## src/rtl/mat_mult_sched.sv

```systemverilog
// mat_mult_sched: sequences C = A x B for NxN unsigned 8-bit matrices through
// one shared external combinational 8x8 multiplier, one product per cycle,
// and streams each C element out in row-major order on a valid/ready port.
module mat_mult_sched #(
    parameter int N     = 2,
    parameter int ACC_W = 17
) (
    input  logic                     clk,
    input  logic                     rst_n,
    input  logic                     ld_en,
    input  logic                     ld_sel,
    input  logic [$clog2(N*N)-1:0]   ld_addr,
    input  logic [7:0]               ld_data,
    input  logic                     start,
    output logic                     busy,
    output logic                     done,
    output logic [7:0]               mul_a,
    output logic [7:0]               mul_b,
    input  logic [15:0]              mul_c,
    output logic                     res_valid,
    input  logic                     res_ready,
    output logic [ACC_W-1:0]         res_data,
    output logic [$clog2(N)-1:0]     res_row,
    output logic [$clog2(N)-1:0]     res_col
);

    localparam int AW = $clog2(N*N);
    localparam int IW = $clog2(N);
    localparam logic [IW-1:0] LAST = IW'(N - 1);

    typedef enum logic [1:0] {
        S_IDLE = 2'd0,
        S_MAC  = 2'd1,
        S_OUT  = 2'd2,
        S_DONE = 2'd3
    } state_t;

    state_t           state_reg;
    logic [IW-1:0]    i_reg;
    logic [IW-1:0]    j_reg;
    logic [IW-1:0]    k_reg;
    logic [ACC_W-1:0] acc_reg;
    logic             busy_reg;
    logic             done_reg;
    logic             valid_reg;

    logic [7:0]       a_mem [N*N];
    logic [7:0]       b_mem [N*N];
    logic [N*N-1:0]   wr_hit;
    logic [AW-1:0]    a_idx;
    logic [AW-1:0]    b_idx;

    // Per-element write decode; addresses at or beyond N*N match no element.
    for (genvar gi = 0; gi < N*N; gi++) begin : g_wr_dec
        assign wr_hit[gi] = ld_en && (state_reg == S_IDLE) && (ld_addr == AW'(gi));
    end

    // Operand storage: writable only in IDLE, cleared by reset, kept across runs.
    always_ff @(posedge clk or negedge rst_n) begin
        if (!rst_n) begin
            for (int e = 0; e < N*N; e++) begin
                a_mem[e] <= '0;
                b_mem[e] <= '0;
            end
        end else begin
            for (int e = 0; e < N*N; e++) begin
                if (wr_hit[e]) begin
                    if (ld_sel) b_mem[e] <= ld_data;
                    else        a_mem[e] <= ld_data;
                end
            end
        end
    end

    // A[i][k] and B[k][j] addresses from the registered loop indices.
    assign a_idx = AW'(int'(i_reg) * N + int'(k_reg));
    assign b_idx = AW'(int'(k_reg) * N + int'(j_reg));

    assign mul_a = (state_reg == S_MAC) ? a_mem[a_idx] : 8'd0;
    assign mul_b = (state_reg == S_MAC) ? b_mem[b_idx] : 8'd0;

    assign busy      = busy_reg;
    assign done      = done_reg;
    assign res_valid = valid_reg;
    assign res_data  = acc_reg;
    assign res_row   = i_reg;
    assign res_col   = j_reg;

    // Control FSM: walks i/j over the result grid and k over each dot product.
    always_ff @(posedge clk or negedge rst_n) begin
        if (!rst_n) begin
            state_reg <= S_IDLE;
            i_reg     <= '0;
            j_reg     <= '0;
            k_reg     <= '0;
            acc_reg   <= '0;
            busy_reg  <= 1'b0;
            done_reg  <= 1'b0;
            valid_reg <= 1'b0;
        end else begin
            case (state_reg)
                S_IDLE: begin
                    done_reg <= 1'b0;
                    if (start) begin
                        state_reg <= S_MAC;
                        i_reg     <= '0;
                        j_reg     <= '0;
                        k_reg     <= '0;
                        busy_reg  <= 1'b1;
                    end
                end
                S_MAC: begin
                    // First product of a dot product restarts the sum.
                    if (k_reg == '0) acc_reg <= ACC_W'(mul_c);
                    else             acc_reg <= acc_reg + ACC_W'(mul_c);
                    if (k_reg == LAST) begin
                        k_reg     <= '0;
                        state_reg <= S_OUT;
                        valid_reg <= 1'b1;
                    end else begin
                        k_reg <= k_reg + 1'b1;
                    end
                end
                S_OUT: begin
                    if (res_ready) begin
                        valid_reg <= 1'b0;
                        if (i_reg == LAST && j_reg == LAST) begin
                            state_reg <= S_DONE;
                            done_reg  <= 1'b1;
                        end else begin
                            state_reg <= S_MAC;
                            if (j_reg == LAST) begin
                                j_reg <= '0;
                                i_reg <= i_reg + 1'b1;
                            end else begin
                                j_reg <= j_reg + 1'b1;
                            end
                        end
                    end
                end
                S_DONE: begin
                    done_reg  <= 1'b0;
                    busy_reg  <= 1'b0;
                    state_reg <= S_IDLE;
                end
                default: begin
                    state_reg <= S_IDLE;
                end
            endcase
        end
    end

endmodule

```

## config.mk

```make
export PLATFORM = sky130hd
export DESIGN_NAME = mat_mult_sched
export DESIGN_NICKNAME = d
export VERILOG_FILES = /design/src/rtl/mat_mult_sched.sv
export SDC_FILE = /design/constraint.sdc
export NUM_CORES = 1
export LEC_CHECK = 0
export BUFFER_PORTS_ARGS = -buffer_cell sky130_fd_sc_hd__buf_2
export CAP_MARGIN = 20
export CORE_MARGIN = 2
export CORE_UTILIZATION = 52
export DETAILED_ROUTE_END_ITERATION = 12
export PLACE_DENSITY = 0.76
export SKIP_LAST_GASP = 1
export SLEW_MARGIN = 20
export SYNTH_ARGS = -nofsm -noshare
export SYNTH_HDL_FRONTEND = slang
export SYNTH_SLANG_ARGS = --single-unit
```

## constraint.sdc

```tcl
create_clock -name clk -period 2.3 [get_ports clk]
set_clock_uncertainty 0.1 [all_clocks]
set_input_delay 0.46 -clock clk [delete_from_list [all_inputs] [get_ports clk]]
set_output_delay 0.46 -clock clk [all_outputs]
set_load 0.02 [all_outputs]
```

==> flow_summary_export.csv <==
group,metric,value,unit
outcome,outcome,"finished with violations",
outcome,violations,"negative setup slack",
clocking,numCtsBuffers,9,
floorplan,core_area,9150,sq um
route,wl_per_cell,18.2,microns
clocking,clock-sinks,89,
sta,clock.fmax,424,MHz
pwr,comb_power_share,0.535,
global_routing,grt_max_degree,36,
setup_path,cp_num_cells,4,
sta,hold_slack,0.238,ns
setup_path,critPathSlowestCell,"mux4_2",
pwr,p_int,0.00504,W
pwr,peakVddDrop,550,uV
sta,slew_violations,0,
logic_synthesis,ys_types,51,
setup_path,path_max_fanout,7,
setup_path,path_delay_family,"multiplexers",
route,postRouteAntennaNets,0,
setup_path,path_cells,"buf_12 -> mux4_2 -> and2_4 -> buf_6",
sta,min_period,2.36,ns
route,drc,0,
cells_and_area,drive_gt1_frac,0.465,
placed_design,routabilityCongestion,0.797,
setup_path,cp-end-kind,"output pin",
logic_synthesis,syn_avg_cell_area,12.2,sq um
pwr,switching_share,0.387,
pwr,p_leak,2.70,nW
min_path,hp-class,"in2reg",
global_routing,grtUsageTotal,0.231,
setup_path,reg2reg_from,"res_data[0]",
logic_synthesis,synth_top_cell_area_share,0.456,
sta,finalSetupViolCount,16,
floorplan,initial_core_util,0.533,
logic_synthesis,yosys_warnings,0,
placed_design,dp_hpwl,7760,microns
clocking,h-tree-depth,3,
route,first_iter_violations,150,
floorplan,ioPinCount,70,
floorplan,die-area,10200,sq um
clocking,clk_latency,0.37,ns
setup_path,cp.arrival,1.80,ns
clocking,path_clk_slew,0.09,ns
route,drt-vias-per-instance,5.85,
sta,worstMarginPinSlew,0.674,ns
floorplan,die_w,101,microns
floorplan,num_rows,35,
cells_and_area,fin_nets,553,
logic_synthesis,ys_seq_area_frac,0.456,
setup_path,r2r-end,"res_data[8]",
pwr,p_clk_frac,0.133,
sta,relSlewSlack,0.550,
global_routing,grt.overflow.total,0,
setup_path,timing.critical_path.buf_inv,2,
cells_and_area,final_util,0.652,
cells_and_area,area_delta_synth_final,22.3,%
global_routing,grt_pass1_wl,18100,microns
setup_path,crit_path_max_incr_delay,0.52,ns
logic_synthesis,netlist_area,4880,sq um
placed_design,port_buffers,69,
cells_and_area,layout_commonest_cell,"dfrtp_1",
placed_design,dp.cells,590,
global_routing,antenna_found_initial,0,
setup_path,path_class,"reg2out",
route,wl,11200,microns
pwr,p_per_area,1380,nW/um^2
sta,rsz0062_at_grt,"yes",
pwr,pwr-share-seq,0.332,
setup_path,critPathLaunch,"k_reg",
logic_synthesis,syn-num-nets,454,
cells_and_area,layout.cells.non_filler,616,
setup_path,rrSetupSlack,0.09,ns
setup_path,required,1.74,ns
cells_and_area,layout_common_cells,"dfrtp_1, mux2_2, buf_2, a21oi_1, buf_4",
cells_and_area,num_antenna_cells,0,
route,num_vias,3603,
sta,setup_slack,-0.0601,ns
logic_synthesis,synth_enable_flop_cells,0,
route,dr.pass1.iters,4,
setup_path,ff2ff_path_depth,8,
sta,hold_violations,0,
logic_synthesis,synth-async-reset-ratio,1.00,
logic_synthesis,syn_inst,401,
clocking,ctsLongestPathBuffers,2,
setup_path,crit_path_end,"mul_a[3]",
flow_run,cap_viol_max_count,0,
floorplan,die_h,101,microns
logic_synthesis,synth_top_area_cell,"dfrtp_1",
clocking,cts_tree,"built",
global_routing,grt_pass1_vias,3605,
clocking,clk_root_buffer_cell,"clkbuf_8",
logic_synthesis,yosys-top-cells-area,"dfrtp_1, mux2_2, mux4_2",
logic_synthesis,synth_seq_cells,89,
setup_path,cp-start-kind,"flip-flop",
logic_synthesis,synth-main-ff-cell,"dfrtp_1",
sta,finalCritPeriodShare,1.03,
pwr,switching_power,0.00318,W
[worst register-to-register path, delay by kind of cell, from the launching register on]
kind,cells,cell delay [ns]
compound gates,4,0.74
fa+ha+maj,2,0.63
flops,1,0.42
xor+xnor,1,0.15
mux,1,0.10
[kinds of logic after synthesis]
family,Yosys count,share of synthesized area
AOI/OAI and AO/OA,83,0.108
and+or+nand+nor,78,0.0871
DFF,89,0.456
buffers and inverters,26,0.0264
xor gates and xnor gates,14,0.0251
adders and majority gates,21,0.0554
muxes,90,0.242
[power groups by stage]
stage	clock network (W)	registers [W]	logic, W
floorplan	0	0.00280	0.00278
global route	0.00118	0.00282	0.00479
finish	0.00109	0.00273	0.00440
CTS	0.00110	0.00272	0.00421
global placement	0	0.00268	0.00385
detailed placement	0	0.00274	0.00395
[Yosys cell counts, types with 2 or more instances]
| cell type | count |
|---|---|
| nor3_2 | 2 |
| nor3_1 | 2 |
| o21bai_1 | 2 |
| a211oi_1 | 3 |
| clkbuf_1 | 9 |
| clkdlybuf4s15_1 | 2 |
| xnor2_1 | 10 |
| xor2_1 | 4 |
| mux2_2 | 65 |
| dfrtp_1 | 89 |
| a22o_1 | 2 |
| nor2b_1 | 9 |
| ha_1 | 20 |
| and2_1 | 17 |
| a31oi_1 | 2 |
| nand3_1 | 3 |
| mux2i_1 | 9 |
| nand2_1 | 17 |
| nand2b_1 | 2 |
| nand4_1 | 4 |
| inv_1 | 6 |
| a21oi_1 | 38 |
| o21ai_0 | 17 |
| a41oi_1 | 2 |
| mux4_2 | 16 |
| buf_2 | 7 |
| nor2_1 | 18 |
[worst min path at each step]
stage	from	endpoint	cells after the start
final	mul_c[13]	res_data[13]	3
after global routing	mul_c[9]	res_data[9]	3
after CTS	mul_c[13]	res_data[13]	3
after detailed placement	rst_n	b_mem[2]	1
after global placement	rst_n	b_mem[10]	1
after floorplan	rst_n	a_mem[0]	0
[repair_timing]
item | in CTS | in global routing
resized for setup | 30 | 29
pin swaps | 1 | 2
buffers inserted | 7 | 0
hold endpoints to repair | 32 | 0
hold buffers | 1 | 0
cloned | 1 | 1
endpoints found under the setup margin | 16 | 21
[through the flow]
step | power (W) | TNS [ns] | cell area, sq um | setup WS [ns]
after floorplan | 0.00558 | 0 | 4890 | 0.0658
after global placement | 0.00652 | -0.278 | 5500 | -0.0965
after detailed placement | 0.00669 | -0.446 | 5500 | -0.131
after CTS | 0.00803 | -0.613 | 5860 | -0.0752
after global routing | 0.00879 | -1.43 | 5970 | -0.121
final | 0.00822 | -0.581 | 5970 | -0.0601
[area by class of cell]
class / count / area (sq um)
Fill cell: 679 / 3180
Multi-Input combinational cell: 286 / 2580
Sequential cell: 89 / 2230
Timing Repair Buffer: 108 / 802
Tap cell: 111 / 139
Clock buffer: 10 / 128
Clock inverter: 6 / 67.6
Inverter: 6 / 22.5
[per-layer routing]
metal / wire length (microns) / GRT usage / up-vias / part of all wire
met5: 0 / 0 / - / 0
met4: 250 / 0.0946 / 0 / 0.022
met3: 473 / 0.0381 / 20 / 0.042
met2: 5550 / 0.378 / 89 / 0.50
met1: 4930 / 0.308 / 1817 / 0.44
li1: - / - / 1677 / -
No activity file was read; power rests on OpenSTA's default activity.
